$ cat src/rtl/alu_chk_fifo.sv
// Synchronous FIFO of expected entries with synchronous flush.
module alu_chk_fifo #(
    parameter int unsigned W     = 13,
    parameter int unsigned DEPTH = 8
) (
    input  logic         clk,
    input  logic         rst,
    input  logic         flush,
    input  logic         push,
    input  logic [W-1:0] push_data,
    input  logic         pop,
    output logic [W-1:0] head,
    output logic         full,
    output logic         empty
);

    localparam int unsigned AW = $clog2(DEPTH);

    logic [W-1:0]  mem [DEPTH];
    logic [AW-1:0] wr_ptr;
    logic [AW-1:0] rd_ptr;
    logic [AW:0]   count;
    logic          do_push;
    logic          do_pop;

    assign do_push = push && !full;
    assign do_pop  = pop && !empty;

    always_ff @(posedge clk or posedge rst) begin
        if (rst) begin
            wr_ptr <= '0;
            rd_ptr <= '0;
            count  <= '0;
        end else if (flush) begin
            wr_ptr <= '0;
            rd_ptr <= '0;
            count  <= '0;
        end else begin
            if (do_push) wr_ptr <= wr_ptr + 1'b1;
            if (do_pop)  rd_ptr <= rd_ptr + 1'b1;
            count <= count + {{AW{1'b0}}, do_push} - {{AW{1'b0}}, do_pop};
        end
    end

    always_ff @(posedge clk) begin
        if (do_push && !flush) mem[wr_ptr] <= push_data;
    end

    assign head  = mem[rd_ptr];
    assign full  = (count == (AW+1)'(DEPTH));
    assign empty = (count == '0);

endmodule

$ cat config.mk
export PLATFORM = sky130hd
export DESIGN_NAME = alu_chk_fifo
export DESIGN_NICKNAME = d
export VERILOG_FILES = /design/src/rtl/alu_chk_fifo.sv
export SDC_FILE = /design/constraint.sdc
export NUM_CORES = 1
export LEC_CHECK = 0
export ABC_AREA = 0
export BUFFER_PORTS_ARGS = -buffer_cell sky130_fd_sc_hd__buf_2
export CAP_MARGIN = 25
export CORE_ASPECT_RATIO = 1.2
export CORE_UTILIZATION = 23
export CTS_CLUSTER_DIAMETER = 40
export DETAILED_ROUTE_END_ITERATION = 7
export PLACE_DENSITY = 0.41
export SETUP_SLACK_MARGIN = 0.2
export SLEW_MARGIN = 30
export SYNTH_ARGS = -nofsm -noshare
export SYNTH_HDL_FRONTEND = slang
export SYNTH_SLANG_ARGS = --single-unit
$ cat constraint.sdc
create_clock -name clk -period 2.95 [get_ports clk]
set_input_delay 0.885 -clock clk [delete_from_list [all_inputs] [get_ports clk]]
set_output_delay 0.885 -clock clk [all_outputs]
set_load 0.01 [all_outputs]
* Word-level counts from Yosys, hierarchy flattened
Memory sizes are Yosys's and may differ from the RTL's.
Cells that the tools add are included.
** Word-level totals
- Bits in registers :: 10
- Latch bits :: 0
- Bits in writable memories :: 104
- Memory bits (read-only) :: 0
- Input port bits :: 18
- Word-level logic and storage cells :: 25
- Memories kept :: 1
** Memories
- mem :: words 8, bits a word 13, rd ports 1, clocked after Yosys merged registers in 0, write ports 1, RTL line 19 : logic [W-1:0] mem [DEPTH];
** Operators by class
- Add/subtract/negate cells :: 4
- $mul :: 0
- Div/mod/pow operators :: 0
- Order comparisons :: 0
- Equal/unequal tests :: 1
- Shift operators :: 0
- Multiplexer cells :: 7
- Bitwise logic cells :: 0
- Reduce and logical (&&, ||, !) cells :: 9
** Operator list (count)
- 2-to-1 mux 3 bit :: 4
- adder 3 x 1 -> 3 bit (second input constant) :: 2
- adder 4 x 1 -> 4 bit :: 1
- == test 4 bit (second input constant) :: 1
- zero test 4 bit :: 1
- 2-to-1 mux 4 bit :: 1
- nonzero test 2 bit :: 2
- subtractor 4 x 1 -> 4 bit :: 1
- logical AND 1 bit :: 3
- zero test 1 bit :: 3
- 2-to-1 mux 1 bit :: 2

* Depth between registers and ports, before layout
- Depth after elaboration :: 6
- Mapped depth :: 11
- Gate-level depth less buffers :: 10

* Worst setup path before layout
OpenSTA, ideal clock, no wires.
- Kind :: input to register
- From :: input port flush
- To :: memory mem[1][0], enable pin
- Arrival :: 2.264 ns
- Setup slack :: 0.287 ns
- Cell stages on the path :: 3
- Cell sequence :: clkbuf_1 nand4b_1 nor3_1
** Between the ends
- Cells in the longest elaborated chain, start to end :: 4
** Ends and longest elaborated chain
- start, declared :: RTL line 8 : input logic flush,
- zero test 1 bit :: RTL line 46 : if (do_push && !flush) mem[wr_ptr] <= push_data;
- logical AND 1 bit :: RTL line 46
- 2-to-1 mux 1 bit :: RTL line 46
- 2-to-1 mux 1 bit (not written as such) :: RTL line 46
- end, declared :: RTL line 19
Every way passes these cells.

* Worst setup path after layout
- From :: register rd_ptr[0]
- To :: output port head[6]
** Between the ends
- Cells in the longest elaborated chain, start to end :: 1
** Ends and longest elaborated chain
- start, declared :: RTL line 21 : logic [AW-1:0] rd_ptr;
- start signal, assigned :: RTL line 40 : if (do_pop) rd_ptr <= rd_ptr + 1'b1;
- memory read (8 x 13 bit)
- end, declared :: RTL line 12 : output logic [W-1:0] head,
Every way passes these cells.

==> metrics <==
diode count 0; commonest non-fill, non-tap cell in the layout edfxtp_1; Root Buffer clkbuf_16; Final Hold Viols 0; worst reg-to-reg setup slack 0.61 ns; dpl cell area 5260 um^2; placed cells 525; Worst setup EP type output pin; CTS Buf Count 17; most frequent cells in the layout edfxtp_1, mux4_2, buf_2, clkbuf_16, buf_4; Initial Util 23.7%; switching pwr 1.22 mW; sequential share of power 35.7%; Vias/cell 4.14; Max-slew headroom 63.3%; Core Area 19800 um^2; Final Wtd Congestion 0.663; Area Growth Syn to Fin 28.6%; die area 20900 um^2; Post-Layout Cell Count 562; wirelength, routed 10400 um; pre-CTS setup slack 0.380 ns; Clock Pin Slew Worst Setup and Hold Paths 0.05 ns; clock sinks 114; internal power 4.08 mW; Design Area, Final 6020 um^2; sw frac 23.1%; Lkg Pwr 2.09 nW; Avg WL per Cell 18.6 um; synth warn 0; Gate Count Post-Synth 226; initial antenna violation count 0; drt pass-1 iters 4; crit path DAT 2.01 ns; nature of the critical path startpoint flip-flop; max cap viols 0; register area share after synthesis 72.1%; Multi-input gate area 1160 um^2; # DRC 0; RSZ-0062 raised after global routing yes; register bit total from synthesis 114; logic gate share of total power 22.1%; deepest clock path buffer count 2; clk_lat worst skew 0.40 ns; worst setup path category reg -> out; first-pass GRT wire length 16200 um; syn nets 253; Nets 316; fill count 1960; Die Y 158 um; buffers added on ports 32; final setup margin 0.0504 ns; outcome complete, no violations; maximum vdd ir drop 0.000394 V; Die Span X 132 um; Mapped Area 4680 um^2; Vias 2324; CTS tree built; Worst-Margin Slew 0.550 ns; Reg area 3380 um^2; fin crit period 2.90 ns; power share of the clock group 42.2%; largest net degree at the start of global routing 29; Max Clk Rate 345 MHz; Rows 56; Final Skew 0.00543 ns; vias in the first global route 2580; Pwr Density 882 nW/um^2; worst path required time 2.07 ns; Final HPWL DP 6020 um; Final Max Slew Viols 0; cts hold-fix bufs 0; Routed Antenna Nets 0; Final setup viols 0; Final period util 98.3%; fraction of layout cells with a size suffix above 1 41.9%; crit-path max FO 7; Detailed Route Iter0 Violations 143; Yosys cell types 29; class of the worst hold path in -> async; Syn Area/Cell 20.7 um^2; H-tree levels 4; num ports 33; total global-route track usage 11.0%; Overflow after GRT 0
==> power by group through the flow <==
| stage | clock network [mW] | logic (mW) | registers [mW] |
|---|---|---|---|
| after floorplan | 0 | 0.637 | 1.90 |
| after global placement | 0 | 0.915 | 1.91 |
| after detailed placement | 0 | 0.927 | 1.91 |
| after CTS | 2.29 | 1.19 | 1.89 |
| after global routing | 2.36 | 1.28 | 1.90 |
| final | 2.24 | 1.17 | 1.90 |
==> worst max-delay path, stage by stage (launching register included) <==
cell and delay (ns):
dfrtp_2 0.43, buf_6 0.14, buf_16 0.13, mux4_2 0.51, mux2_4 0.28, buf_6 0.12
==> synthesized netlist by cell type, drive strengths merged <==
| library cell | instances | area, um^2 |
|---|---|---|
| nand2 | 4 | 15.0 |
| clkbuf | 6 | 22.5 |
| nor2b | 5 | 31.3 |
| fa | 1 | 20.0 |
| and4 | 1 | 8.76 |
| nor2 | 10 | 37.5 |
| a211o | 1 | 8.76 |
| nand3 | 2 | 10.0 |
| or3 | 1 | 6.26 |
| or3b | 1 | 8.76 |
| o21ai | 1 | 5.00 |
| mux2 | 15 | 169 |
| a21oi | 3 | 15.0 |
| a31o | 2 | 17.5 |
| xnor2 | 1 | 8.76 |
| nand4b | 1 | 8.76 |
| ha | 8 | 100 |
| nor3b | 1 | 7.51 |
| dfrtp | 10 | 250 |
| nand2b | 5 | 31.3 |
| nand4 | 1 | 6.26 |
| mux4 | 26 | 676 |
| inv | 9 | 33.8 |
| buf | 4 | 38.8 |
| edfxtp | 104 | 3120 |
| mux2i | 1 | 10.0 |
| nor3 | 2 | 10.0 |
==> cells by family after synthesis <==
family,count (synthesis),share of synthesized area (%)
AO/OA/AOI/OAI,7,0.989
flip-flops,114,72.1
buffers and inverters,19,2.03
AND/OR/NAND/NOR,34,3.88
multiplexers,42,18.3
XOR/XNOR,1,0.187
adder cells (fa/ha/maj),9,2.57
==> sequential cells by signal, summed over array words and instances, names as in the netlist <==
register  count
mem         104
count         4
rd_ptr        3
wr_ptr        3
==> area by class of cell <==
class	instances	area share, %
clock buffers	17	7.07
clock inverters	14	3.62
inverters	9	0.562
multi-input cells	93	19.3
flip-flops and latches	114	56.1
well taps	261	5.43
repair buffers	54	7.92
==> stage by stage <==
step | utilization, % | setup TNS (ns) | hold slack, ns | total power [mW]
3_5_place_dp | 26.6 | 0 | 0.654 | 2.84
4_1_cts | 30.4 | 0 | 0.472 | 5.37
2_1_floorplan | - | 0 | 0.586 | 2.54
3_3_place_gp | 26.6 | 0 | 0.638 | 2.83
6_report | 30.4 | 0 | 0.466 | 5.31
5_1_grt | 30.4 | -0.0102 | 0.485 | 5.54
==> metal layers <==
layer | wire [um] | up-vias | GRT usage, %
li1 | - | 1034 | -
met1 | 4720 | 1231 | 13.2
met2 | 5220 | 45 | 18.4
met3 | 291 | 14 | 3.25
met4 | 208 | 0 | 5.15
met5 | 0 | - | 0
==> what timing repair did <==
| action | 4_1_cts | 5_1_grt |
|---|---|---|
| endpoints found under the setup margin | 13 | 14 |
| gates resized for setup | 44 | 5 |
| buffers inserted | 4 | 0 |
| gates cloned | 2 | 0 |
==> worst paths after layout <==
kind | from | endpoint | cells after the start
min in group clk | wr_ptr[0]$_DFFE_PP0P_ | wr_ptr[0]$_DFFE_PP0P_ | 3
worst max-delay path | rd_ptr[0]$_DFFE_PP0P_ | head[6] | 5
max in group asynchronous | rst | rd_ptr[0]$_DFFE_PP0P_ | 2
worst min register to register | wr_ptr[0]$_DFFE_PP0P_ | wr_ptr[0]$_DFFE_PP0P_ | 3
worst min-delay path | rst | count[1]$_DFF_PP0_ | 2
worst max register to register | count[2]$_DFF_PP0_ | count[1]$_DFF_PP0_ | 10
No activity file was read; power rests on OpenSTA's default activity.
